## src/rtl/jtag_ahb_pkg.sv

```systemverilog
// Shared types and command-field layout for the JTAG-to-AHB request queue.
package jtag_ahb_pkg;

  typedef enum logic {
    IDLE = 1'b0,
    REQ  = 1'b1
  } state_t;

  localparam int unsigned ADDR_LSB  = 0;
  localparam int unsigned WDATA_LSB = 32;
  localparam int unsigned WRITE_BIT = 64;
  localparam int unsigned CMD_W_DEF = 65;

endpackage

```

## src/rtl/jtag_cmd_fifo.sv

```systemverilog
// Synchronous command FIFO; a push is accepted while full if a pop occurs on the same edge.
module jtag_cmd_fifo #(
  parameter int unsigned CMD_W = 65,
  parameter int unsigned DEPTH = 4
) (
  input  logic                     CLK,
  input  logic                     nRST,
  input  logic                     push,
  input  logic                     pop,
  input  logic [CMD_W-1:0]         din,
  output logic [CMD_W-1:0]         head,
  output logic [$clog2(DEPTH):0]   count,
  output logic                     full
);

  localparam int unsigned AW = $clog2(DEPTH);

  logic [CMD_W-1:0] mem [DEPTH];
  logic [AW-1:0]    wr_ptr;
  logic [AW-1:0]    rd_ptr;
  logic             do_push;
  logic             do_pop;

  assign do_pop  = pop && (count != '0);
  assign do_push = push && (!full || do_pop);
  assign full    = (count == (AW+1)'(DEPTH));
  assign head    = (count == '0) ? '0 : mem[rd_ptr];

  always_ff @(posedge CLK or negedge nRST) begin
    if (!nRST) begin
      wr_ptr <= '0;
      rd_ptr <= '0;
      count  <= '0;
    end else begin
      if (do_push) wr_ptr <= wr_ptr + 1'b1;
      if (do_pop)  rd_ptr <= rd_ptr + 1'b1;
      if (do_push && !do_pop)      count <= count + 1'b1;
      else if (!do_push && do_pop) count <= count - 1'b1;
    end
  end

  // Storage needs no reset: the pointers and count define what is valid.
  always_ff @(posedge CLK) begin
    if (do_push) mem[wr_ptr] <= din;
  end

endmodule

```

## src/rtl/jtag_ahb_req_queue.sv

```systemverilog
// Queues JTAG Update-DR commands and issues them one at a time to the AHB master,
// with per-transaction timeout abort and sticky overflow/timeout/error status.
module jtag_ahb_req_queue
  import jtag_ahb_pkg::*;
#(
  parameter int unsigned CMD_W   = CMD_W_DEF,
  parameter int unsigned DEPTH   = 4,
  parameter int unsigned TIMEOUT = 255
) (
  input  logic                   CLK,
  input  logic                   nRST,
  input  logic                   update_dr,
  input  logic                   ahb_select,
  input  logic                   lsb_en,
  input  logic [CMD_W-1:0]       cmd_in,
  input  logic                   ack,
  input  logic                   err,
  input  logic                   clr_status,
  output logic                   ahb_enable,
  output logic [CMD_W-1:0]       cmd_out,
  output logic [$clog2(DEPTH):0] pending,
  output logic                   full,
  output logic                   overflow_flag,
  output logic                   timeout_flag,
  output logic                   err_flag
);

  localparam int unsigned TW = (TIMEOUT > 0) ? $clog2(TIMEOUT + 1) : 1;
  localparam logic [TW-1:0] T_LAST = TW'((TIMEOUT > 0) ? TIMEOUT - 1 : 0);

  state_t        state;
  state_t        state_nxt;
  logic [TW-1:0] timer;
  logic          capture;
  logic          done_ack;
  logic          done_to;
  logic          pop;

  assign capture  = update_dr & ahb_select & lsb_en;
  assign done_ack = (state == REQ) & ack;
  // An ack on the expiry edge wins over the timeout.
  assign done_to  = (state == REQ) & ~ack & (TIMEOUT != 0) & (timer == T_LAST);
  assign pop      = done_ack | done_to;

  jtag_cmd_fifo #(
    .CMD_W (CMD_W),
    .DEPTH (DEPTH)
  ) u_fifo (
    .CLK   (CLK),
    .nRST  (nRST),
    .push  (capture),
    .pop   (pop),
    .din   (cmd_in),
    .head  (cmd_out),
    .count (pending),
    .full  (full)
  );

  always_ff @(posedge CLK or negedge nRST) begin
    if (!nRST) state <= IDLE;
    else       state <= state_nxt;
  end

  always_comb begin
    state_nxt = state;
    unique case (state)
      IDLE: if (pending != '0) state_nxt = REQ;
      REQ:  if (pop)           state_nxt = IDLE;
      default:                 state_nxt = IDLE;
    endcase
  end

  always_comb begin
    ahb_enable = 1'b0;
    if (state == REQ) ahb_enable = 1'b1;
  end

  always_ff @(posedge CLK or negedge nRST) begin
    if (!nRST)              timer <= '0;
    else if (state == IDLE) timer <= '0;
    else                    timer <= timer + 1'b1;
  end

  // Set events take priority over clr_status.
  always_ff @(posedge CLK or negedge nRST) begin
    if (!nRST) begin
      overflow_flag <= 1'b0;
      timeout_flag  <= 1'b0;
      err_flag      <= 1'b0;
    end else begin
      if (capture && full && !pop) overflow_flag <= 1'b1;
      else if (clr_status)         overflow_flag <= 1'b0;
      if (done_to)                 timeout_flag  <= 1'b1;
      else if (clr_status)         timeout_flag  <= 1'b0;
      if (done_ack && err)         err_flag      <= 1'b1;
      else if (clr_status)         err_flag      <= 1'b0;
    end
  end

endmodule

```

## config.mk

```make
export PLATFORM = sky130hd
export DESIGN_NAME = jtag_ahb_req_queue
export DESIGN_NICKNAME = d
export VERILOG_FILES = /design/src/rtl/jtag_ahb_pkg.sv /design/src/rtl/jtag_cmd_fifo.sv /design/src/rtl/jtag_ahb_req_queue.sv
export SDC_FILE = /design/constraint.sdc
export NUM_CORES = 1
export LEC_CHECK = 0
export ABC_AREA = 1
export BUFFER_PORTS_ARGS = -buffer_cell sky130_fd_sc_hd__buf_2
export CAP_MARGIN = 15
export CORE_MARGIN = 3
export CORE_UTILIZATION = 44
export CTS_BUF_LIST = sky130_fd_sc_hd__clkbuf_8 sky130_fd_sc_hd__clkbuf_16
export DETAILED_ROUTE_END_ITERATION = 8
export GPL_TIMING_DRIVEN = 0
export PLACE_DENSITY_LB_ADDON = 0.12
export SLEW_MARGIN = 20
export SYNTH_ARGS = -nofsm -noshare
export SYNTH_HDL_FRONTEND = slang
export SYNTH_HIERARCHICAL = 1
export SYNTH_SLANG_ARGS = --single-unit
```

## constraint.sdc

```tcl
create_clock -name CLK -period 14.05 [get_ports CLK]
set_input_delay 0.7025 -clock CLK [delete_from_list [all_inputs] [get_ports CLK]]
set_output_delay 0.7025 -clock CLK [all_outputs]
set_load 0.01 [all_outputs]
```

==> impl.org, run 1 <==
** Status
- The flow ran to the end, and the final reports show no timing, DRC or antenna violations.

** Clock network
- Clock network latency to the later pin of the worst-skew pair :: 540 ps
- After clock tree synthesis, the setup repair step added 0 buffers.
- Root Driver :: clkbuf_16
- In this run the deepest clock path goes through 3 buffers.
- Hold buffer count at CTS :: 0
- CTS built an H-tree with a depth of 1.
- Clock tree from TritonCTS :: done
- Gates resized, CTS repair :: 0
- Clock tree synthesis inserted a total of 30 buffers.
- After clock tree synthesis, the clock-pin slew on the worst setup and hold paths is 60 ps.
- CTS saw 279 sinks.

** Logic synthesis
- Synth Net Count :: 1,242
- Average cell area after synthesis :: 10.4 µm²
- Of the post-synthesis cell area, the dominant cell type holds 0.644.
- Library cells used by synthesis :: 25
- Synthesis produced 1,161 cells.
- Top cells by count, synth :: nand2_1, inv_1, edfxtp_1, nand3_1, a21oi_1
- Post-synthesis cell type with the largest combined area :: edfxtp_1
- The share of the Yosys chip area taken by registers is 0.684.
- Biggest area contributors in the synthesized netlist :: edfxtp_1, nand2_1, inv_1
- Number of warnings printed during yosys synthesis :: 6
- Most instantiated flip-flop cell in the synthesis netlist :: edfxtp_1
- Post-synthesis instance area :: 12,100 µm²
- Asr flop ratio synth :: 0.0681
- After synthesis the netlist holds a flip-flop and latch count of 279.
- Yosys mapped a number of flops with a built-in enable equal to 260.
- Most frequent cell after synthesis :: nand2_1

** Global route
- Pin count of the biggest net entering global routing :: 23
- GRT Util Overall :: 0.185
- The initial antenna violation count is 3.
- The first global-routing pass estimated 42.2 mm of wire.
- Number of global-route vias before repair :: 7,810
- Overflow after GRT :: 0

** Worst setup path
- The largest individual stage delay along the critical path comes from the cell dfrtp_1.
- Classification of the worst setup path :: flip-flop to output port
- The largest single stage delay on the critical path is 450 ps.
- The most numerous cell type found on the critical path is buf_2.
- Worst EP required :: 13,350 ps
- Data arrives at the worst endpoint at 2180 ps.
- Critical Path, Cell by Cell :: nor2_1 -> nand2_1 -> inv_1 -> buf_4 -> buf_2 -> a21oi_1 -> buf_2
- Register-to-register setup slack :: 11,220 ps
- Top delay family on crit path :: buffers and inverters
- Along the worst path, the maximum fanout reaches 10.
- Counting both buffers and inverters, the worst setup path holds a total of 4.
- Critical path capture point type :: output port
- The worst setup path is launched from a flip-flop.

** Layout
- Post-Layout Inst Area :: 14,600 µm²
- Combined area of the multi-input logic cells :: 2460 µm²
- Filler cells :: 2,392
- Fin nets :: 1,432
- Fraction of final layout cells with drive strength greater than 1 :: 0.184
- Final Instance Count excl. Fillers :: 1,716
- Summing all flip-flop and latch instances after layout gives 8280 µm².
- Area growth from synthesis to layout :: 20.3%

** Timing
- The final count of pins violating max slew is 0.
- For the final database, setup skew stands at 8.54 ps.
- Setup violators final :: 0
- The number of hold-slack violations in the final timing report was 0.
- For the pin with the worst max-slew slack, the measured transition is 628 ps.
- Final-layout worst hold slack :: 92.6 ps
- Worst-case headroom to the max-slew limit :: 0.580
- Static timing analysis puts the maximum clock frequency at 347 MHz.
- Setup repair after global routing left no endpoint under its margin.
- Summed over all failing endpoints, the final setup total negative slack is 0 ps.
- Final worst path period need :: 2880 ps
- Portion of the clock cycle consumed by the worst path in the final layout :: 0.205
- Once routing completed, OpenROAD measured the worst setup slack at 11,170 ps.

** Route
- For this run, design rule violations remaining after detail routing come to 0.
- In the routed layout, each cell is associated on average with a via count of 4.71.
- Wires add up to 27.4 mm.
- The detailed router finished its first iteration with 514 violations.
- For this run, the detailed router's first-pass iteration total came to 5.
- The detail route stage leaves a number of antenna-violating nets equal to 0.
- Dividing the detail-routed wire length by the instance count gives 16.0 µm.
- Across all layers, the routed design uses 8,086 vias.

** Placement
- Placed standard-cell area :: 13,600 µm²
- Before CTS, the worst setup slack after placement is 11,040 ps.
- After legalization and detailed placement, the total HPWL measured 17.8 mm.
- Placer Congestion :: 0.745
- Port buffering added 145 buffers.
- Number of placed instances, taps included :: 1,660

** Pwr
- The worst-case IR drop observed on VDD is 146 µV.
- Switching part of the total power :: 0.357
- Cell-internal power :: 1760 µW
- For this design the total switching power over the nets is 978 µW.
- In this run the static leakage power is 0.00668 µW.
- Share of total power in sequential cells :: 0.361
- The share of total power dissipated in the clock network is 0.273.
- Total power density per cell area :: 188 nW/µm²
- Of the total power, combinational logic draws 0.366.

** Floorplan
- In this run the vertical extent of the chip is 172 µm.
- In this run the count of I/O pins placed on the die edge is 146.
- The initial utilization of the core area, before any placement, comes to 0.448.
- Die X-Extent :: 172 µm
- The core region is 27,000 µm².
- After floorplanning, the core was divided into 60 placement rows.
- The floorplan step defined a die boundary enclosing 29,600 µm².

** Job
- Maximum Capacitance Violations :: 0

** Worst hold path
- Path type of the worst min-delay path :: input pin to asynchronous set/reset pin
[registers in the layout (all words and copies together) (netlist names)]
register       flops
state              1
u_fifo/mem       260
timer              8
err_flag           1
timeout_flag       1
overflow_flag      1
u_fifo/rd_ptr      2
u_fifo/wr_ptr      2
u_fifo/count       3
[worst reg2reg max path, stage by stage (launching register included)]
cell	delay, ps
dfrtp_1	410
inv_1	100
ha_1	150
inv_1	40
nor2_1	110
nand3_2	120
nand2_2	120
inv_1	50
nand3_1	120
nand2_1	290
nor2_4	590
buf_16	250
buf_16	170
[layer usage]
metal | vias up | routed length [µm] | global-route usage
li1 | 4066 | - | -
met1 | 3794 | 12200 | 0.251
met2 | 182 | 13100 | 0.314
met3 | 40 | 1460 | 0.0332
met4 | 4 | 611 | 0.0403
met5 | - | 20 | 0
[layout make-up]
cell class                 instances  share of cell area
buffer                            52              0.0228
multi-input combinational        544               0.169
inverter                         286              0.0737
clock inverter                    20             0.00910
sequential                       279               0.568
tap                              341              0.0293
clock buffer                      34              0.0561
antenna                            2            0.000343
timing repair buffer             158              0.0718
[power by group through the flow]
stage	clock network, µW	registers (µW)	logic (µW)
finish	749	990	1000
floorplan	0	1010	602
detailed placement	0	1010	1010
CTS	765	990	1020
global route	804	995	1120
global placement	0	1010	988
[layout by cell type, fill, tap and decap left out, types with 10 or more instances in the layout]
cell / count
a21oi_1: 70
buf_2: 170
buf_6: 12
clkbuf_1: 10
clkbuf_16: 31
dfrtp_1: 19
edfxtp_1: 260
inv_1: 290
nand2_1: 294
nand3_1: 142
nor2_1: 10
[path summary, 6_finish.rpt]
check,depth (start not counted),to,startpoint
worst max-delay path,7,cmd_out[21],u_fifo/count[0]
worst min-delay path,1,u_fifo/count[1],nRST
worst max register to register,12,u_fifo/mem[1][6],timer[0]
worst min register to register,2,err_flag,err_flag
max in group asynchronous,1,timeout_flag,nRST
min in group CLK,1,u_fifo/mem[3][22],cmd_in[22]
[kinds of logic (layout without fill, tap and decap cells)]
family / count (synthesis) / count (layout) / synth area share
and+or+nand+nor: 459 / 459 / 0.159
xor gates and xnor gates: 2 / 2 / 0.00145
other: 0 / 2 / 0
AOI/OAI and AO/OA: 75 / 75 / 0.0312
adders and majority gates: 8 / 8 / 0.00888
buffers and inverters: 338 / 550 / 0.116
DFF: 279 / 279 / 0.684
[through the flow]
step	total power [µW]	util
2_1_floorplan	1610	-
3_3_place_gp	2000	0.491
3_5_place_dp	2020	0.504
4_1_cts	2780	0.539
5_1_grt	2920	0.539
6_report	2740	0.539
(Power assumes the default switching activity.)
==> run 2, diff against run 1 <==
clock period = 2.7 ns   (was 14.05 ns; I/O delays follow)
==> run 2 against run 1 <==
Against the previous run: worst setup slack got worse by 11000 ps; utilization up 2.4 points; flip-flop and latch count did not move; first-iteration DRC count shrank 2.1%; critical path depth up 10; largest power group unchanged; critical path type is now flip-flop to flip-flop; via count increased by 3.3%; cell count rose by 4.4%.
==> impl.org, run 2 (same netlist as run 1, synthesis figures left out) <==
** Worst setup path
- At the worst endpoint, the required time is 3150 ps.
- The largest individual stage delay along the critical path comes from the cell fa_1.
- Maximum net fanout on the critical path :: 7
- For this run, the slowest stage of the critical path takes 440 ps.
- The critical path in this run is classified as flip-flop to flip-flop.
- Critical path startpoint category :: flip-flop
- The worst setup path is captured at a flip-flop.
- Worst EP arrival :: 2920 ps
- Among the stages of the critical path, the cell type that occurs most often is inv_1.
- Critical Path, Cell by Cell :: inv_1 -> ha_1 -> inv_1 -> nor2_1 -> nand3_2 -> nand2_2 -> inv_1 -> nand3_2 -> nand2_4 -> inv_1 -> ha_1 -> inv_1 -> fa_1 -> inv_1 -> nand2_1 -> nand4_1 -> nand2_1

** Layout
- Across the whole layout, storage elements account for 8280 µm².
- The register with the most flip-flops in the final layout is u_fifo/mem.
- Summing all non-filler instances in the final layout gives an area of 15,200 µm².
- Most frequent cells in the layout :: nand2_1, inv_1, edfxtp_1
- Fill cells in the final layout number 2,333.
- In the final layout, the share of cells above drive strength 1 is 0.175.
- The final layout contains 1,508 nets.
- Combined area of the multi-input logic cells :: 2470 µm²
- Flip-flop count of the largest register after layout :: 260
- Compared with the post-synthesis result, the final layout area differs by 25.7%.
- Measured on the finished design, the core utilization comes to 0.563.
- The largest registers in the layout are u_fifo/mem x260, timer x8, u_fifo/count x3.
- Leaving out fill and tap cells, the most frequent cell in the layout is nand2_1.

** Timing
- Across all setup checks in the final design, the least slack found is 230 ps.
- In this run the tightest slew margin relative to its limit is 0.596.
- Tightest Pin Transition :: 606 ps
- Derived from the worst setup path, the maximum achievable clock frequency is 405 MHz.
- On the final layout, the worst clock skew is 22.4 ps.
- The final count of pins violating max slew is 0.
- Final Hold Fails :: 0
- Setup violations remaining at the end of the flow were counted as 0.
- Final worst path period need :: 2470 ps
- Portion of the clock cycle consumed by the worst path in the final layout :: 0.915

** Pwr
- The completed layout was analyzed and its total power is 14,100 µW.
- Reported leakage power :: 0.00696 µW
- VDD IR-drop max :: 489 µV
- Total power density per cell area :: 928 nW/µm²

** Global route
- The via count of the first global-routing pass was 7,998.
- Across every metal layer, demand over resource in global routing totals 0.188.
- The first global-routing pass estimated 42.9 mm of wire.
- Overflow after GRT :: 0
- The initial antenna violation count came to 1.
- Pin count of the biggest net entering global routing :: 22

** Worst hold path
- Path type of the worst min-delay path :: input pin to asynchronous set/reset pin

** Floorplan
- Die X-Extent :: 172 µm
- From bottom edge to top edge, the die measures 172 µm.
- The initial utilization of the core area, before any placement, comes to 0.448.
- The total area inside the core boundary comes to 27,000 µm².
- 146 I/O pins were placed.
- Full die area :: 29,600 µm²
- Std cell rows :: 60

** Route
- First-pass iteration count of the detailed router :: 4
- Routed wire length :: 27.6 mm
- DR WL met3 :: 1.32 mm
- For this run, design rule violations remaining after detail routing come to 0.
- In this run the top signal layer used is met4.
- Metal-1 WL :: 12.2 mm
- Initial detailed-routing violation count :: 503
- In this run the remaining antenna-violating nets after routing total 0.
- After detailed routing, the average wire length per cell comes to 15.4 µm.
- Met2 WL :: 13.5 mm
- Vias per cell :: 4.66
- The final route contains 8,350 vias.

** Placement
- Placed standard-cell area :: 13,600 µm²
- PortBufs :: 145
- At the end of routability-driven placement, the weighted congestion stood at 0.738.
- Placed wire-length estimate after detailed placement :: 17.5 mm
- Worst slack, placed :: -143 ps

** Clock network
- Total clock sinks :: 279
- Clock tree from TritonCTS :: done
- CTS placed an instance of clkbuf_16 at the clock tree root.
- Post-CTS clock slew at the launch and capture registers of the worst setup and hold paths :: 60 ps
- TritonCTS created 29 clock buffers.
- H-tree depth :: 1
- At the later pin of the worst-skew pair, clock insertion delay measures 550 ps.
- The clock passes through at most 3 buffers.

** Job
- Across the run, the number of max-cap violations was 0.

** Status
- The run finished with clean final reports.
## run 2: changes by cell type in the layout (fill, tap and decap cells not counted), sizes merged
cell / delta
buf: +5
clkbuf: -5
clkinv: +2
diode: -1
dlygate4sd3: +72
inv: +2
## run 2: power breakdown
group / leakage [µW] / internal, µW / switching [µW] / total, µW
clock network: 0.000460 / 2120 / 1550 / 3670
logic: 0.00391 / 1910 / 3400 / 5310
registers: 0.00259 / 5030 / 125 / 5150
total: 0.00696 / 9060 / 5080 / 14100
## run 2: path summary, 6_finish.rpt
kind | start | end | slack (ps) | depth (start not counted)
worst max-delay path | timer[0] | u_fifo/count[2] | 230 | 17
worst min-delay path | nRST | u_fifo/wr_ptr[0] | 70 | 2
worst max register to register | timer[0] | u_fifo/count[2] | 230 | 17
worst min register to register | err_flag | err_flag | 480 | 2
max in group asynchronous | nRST | timer[2] | 2290 | 2
min in group CLK | ahb_select | u_fifo/wr_ptr[0] | 70 | 5
## run 2: repair_timing
action                     CTS  global route
cloned                       0             0
pin swaps                    3             0
setup buffers                4             2
setup endpoints to repair  107            22
hold buffers                72             0
hold endpoints to repair   283             0
resized for setup            1             2
## run 2: per-layer routing
metal  vias to the layer above  global-route usage
li1                       4218                   -
met1                      3864               0.253
met2                       224               0.324
met3                        44              0.0274
met4                         0              0.0465
met5                         -                   0
## run 2: through the flow
step	instances	setup TNS (ps)	hold slack, ps
2_1_floorplan	1161	-181200	-161
3_3_place_gp	1647	-619350	116
3_5_place_dp	1659	-8960	117
4_1_cts	1788	0	8.66
5_1_grt	1791	-2.66	109
6_report	1791	0	67.9
## run 2: layout make-up
type,instances,share of cell area
Sequential cell,279,0.544
Multi-Input combinational cell,544,0.162
Timing Repair Buffer,235,0.116
Inverter,286,0.0705
Clock buffer,29,0.0477
Tap cell,341,0.0280
Buffer,52,0.0218
Clock inverter,24,0.00994
Antenna cell,1,0.000164
## run 2: worst max-delay path: cells and delay by family (launching register included)
kind / cells / cell delay, ps
and+or+nand+nor: 8 / 800
DFF: 1 / 410
adders and majority gates: 3 / 750
buffers and inverters: 6 / 420
==> run 3, diff against run 2 <==
CORE_ASPECT_RATIO = 1.5   (was not set)
==> run 3 against run 2 <==
Against the previous run: clock skew fell by 1.8 ps; fmax grew 0.67%; routed wire length grew 1.0%; sequential share of layout area down 0.16 points; flip-flop and latch count stayed put; cell area up 0.30%; utilization up 0.53 points; combinational power hardly changed; cell count shrank 0.56%; critical path type unchanged; largest cell class unchanged.
==> impl.org, run 3 (same netlist as run 1, synthesis figures left out) <==
** Clock network
- Number of buffers added by the clock tree synthesis step :: 27
- Clock tree synthesis found a total of 279 sinks.
- Post-CTS clock slew at the launch and capture registers of the worst setup and hold paths :: 60 ps
- Clock network latency to the later pin of the worst-skew pair :: 540 ps
- TritonCTS built the clock tree.
- Number of buffers between clock root and the deepest sink :: 3
- H-tree depth :: 1
- Root Driver :: clkbuf_16

** Pwr
- For this design the ratio of total power to cell area is 931 nW/µm².
- The worst-case IR drop observed on VDD is 718 µV.
- The design draws 14,200 µW.
- For this design the static power due to leakage is 0.00696 µW.

** Timing
- In the finished design, the share of the clock period the worst path needs comes to 0.909.
- Setup violators final :: 0
- For the pin with the worst max-slew slack, the measured transition is 643 ps.
- Setup repair after global routing left no endpoint under its margin.
- Final max-slew violation count :: 0
- For this run, the top clock speed supported by timing is 408 MHz.
- Final worst path period need :: 2450 ps
- Headroom to the max-slew limit came out at 0.571.
- Final Hold Fails :: 0
- For the final routed database, the setup TNS stands at 0 ps.
- Between clock sinks in the finished design, the worst skew comes to 20.6 ps.

** Worst setup path
- By startpoint and endpoint, the worst setup path is classified as flip-flop to flip-flop.
- Worst EP arrival :: 2880 ps
- Of all nets on the critical path, the largest fanout is 7.
- Among all stages on the critical path, the largest delay is contributed by fa_1.
- STA classifies the critical path startpoint as a flip-flop.
- FF-to-FF End :: u_fifo/count[2]
- Worst EP required :: 3120 ps
- The most critical setup path has its startpoint at timer[0].
- Crit path largest cell delay :: 440 ps
- In this run the worst setup path terminates at u_fifo/count[2].
- Most frequent CP cell :: inv_1
- For flop-to-flop paths, the worst setup slack is 250 ps.
- Worst flop-to-flop path startpoint :: timer[0]
- Critical path capture point type :: flip-flop
- The signal on the critical path passes through inv_1 -> ha_1 -> inv_1 -> nor2_1 -> nand3_2 -> nand2_4 -> inv_1 -> nand3_2 -> nand2_4 -> inv_1 -> ha_1 -> inv_1 -> fa_1 -> nand2_1 -> nand3_1 -> nand2_1 -> nand2_1.
- Cells on worst reg2reg path :: 17

** Floorplan
- The die covers 29,600 µm².
- Initial core utilization :: 0.451
- Die X-Extent :: 141 µm
- The total area inside the core boundary comes to 26,900 µm².
- The die is 209 µm tall.
- Std cell rows :: 73
- IO Count :: 146

** Job
- Across the run, the number of max-cap violations was 0.

** Global route
- Entering global routing, the biggest net connects 22 pins.
- The via count of the first global-routing pass came to 8,354.
- Number of antenna violations at the first check in global routing :: 1
- GRT Util Overall :: 0.189
- The first global-routing pass estimated 43.8 mm of wire.
- Overflow after GRT :: 0

** Route
- For this run, the detailed router's first-pass iteration total came to 4.
- Routed wire length :: 27.9 mm
- Via total after detailed routing :: 8,387
- Once detail routing completed, the nets flagged for antenna violations numbered 0.
- Average routed wire per standard cell :: 15.7 µm
- For this run, design rule violations remaining after detail routing come to 0.
- Vias per cell :: 4.71
- After the first detailed-routing iteration, the DRC count stood at 423.

** Layout
- Fin nets :: 1,504
- Fraction of final layout cells with drive strength greater than 1 :: 0.182
- Post-Layout Inst Area :: 15,300 µm²
- Commonest non-fill, non-tap cell in the layout :: nand2_1
- Flip-flop count of the largest register after layout :: 260
- The library cells used most frequently in the layout, excluding fill and tap cells, are nand2_1, inv_1, edfxtp_1.
- Register with the most flip-flops :: u_fifo/mem
- Relative to the synthesized area, the layout overhead comes to 26.0%.
- Registers with the highest flip-flop counts :: u_fifo/mem x260, timer x8, u_fifo/count x3
- Core occupancy in the finished layout :: 0.569

** Placement
- Placer Congestion :: 0.758
- Placed standard-cell area :: 13,600 µm²
- The HPWL after detailed placement is 18.0 mm.
- PortBufs :: 145

** Worst hold path
- Worst hold stages :: 5
- Path type of the worst min-delay path :: input pin to flip-flop

** Status
- Result of the run :: finished clean
-- run 3: cell count changes in the layout (fill, tap and decap cells not counted), sizes merged --
cell / previous run / this run
bufinv: 2 / 3
dlygate4sd3: 72 / 71
clkinvlp: 0 / 2
inv: 295 / 289
clkinv: 13 / 12
buf: 205 / 204
-- run 3: routing by layer --
metal | vias to the layer above | global-route usage | wire, µm
li1 | 4201 | - | -
met1 | 3976 | 0.234 | 11500
met2 | 170 | 0.341 | 14400
met3 | 40 | 0.0268 | 1270
met4 | 0 | 0.0583 | 652
met5 | - | 0 | 0
-- run 3: area by class of cell --
class,count,area (µm²)
Antenna cell,1,2.50
Buffer,52,332
Clock buffer,29,703
Clock inverter,20,186
Fill cell,2295,11600
Inverter,286,1070
Multi-Input combinational cell,544,2480
Sequential cell,279,8280
Tap cell,337,422
Timing Repair Buffer,233,1790
-- run 3: worst max-delay path, delay by kind of cell, from the launching register on --
kind / cells / cell delay, ps
adder cells (fa/ha/maj): 3 / 760
buffers and inverters: 5 / 340
AND/OR/NAND/NOR: 9 / 830
flip-flops: 1 / 410
-- run 3: how the worst min path moves through the flow --
| stage | slack (ps) | from | to |
|---|---|---|---|
| 2_1_floorplan | -160 | nRST | err_flag |
| 3_3_place_gp | 110 | nRST | state |
| 4_1_cts | 0.07 | ahb_select | overflow_flag |
| 6_report | 20 | ahb_select | overflow_flag |
| 5_1_grt | 40 | ahb_select | overflow_flag |
| 3_5_place_dp | 120 | nRST | state |
-- run 3: what timing repair did --
| action | in CTS | in global routing |
|---|---|---|
| resized for setup | 1 | 3 |
| cloned | 0 | 0 |
| hold buffers | 71 | 0 |
| setup endpoints to repair | 144 | 1 |
| setup buffers | 4 | 0 |
| pin swaps | 4 | 1 |
| endpoints found under the hold margin | 282 | 0 |
-- run 3: where the power goes --
group          total [µW]  switching, µW  leakage [µW]  internal, µW
registers            5150            124       0.00259          5030
logic                5330           3430       0.00392          1900
clock network        3730           1560      0.000444          2170
-- run 3: through the flow --
stage	hold WS, ps	cells	setup slack (ps)
after CTS	0.0698	1780	99.8
after global placement	112	1643	-2380
after floorplan	-161	1161	-697
final	15.6	1781	246
after global routing	37.5	1781	7.12
after detailed placement	116	1656	-435
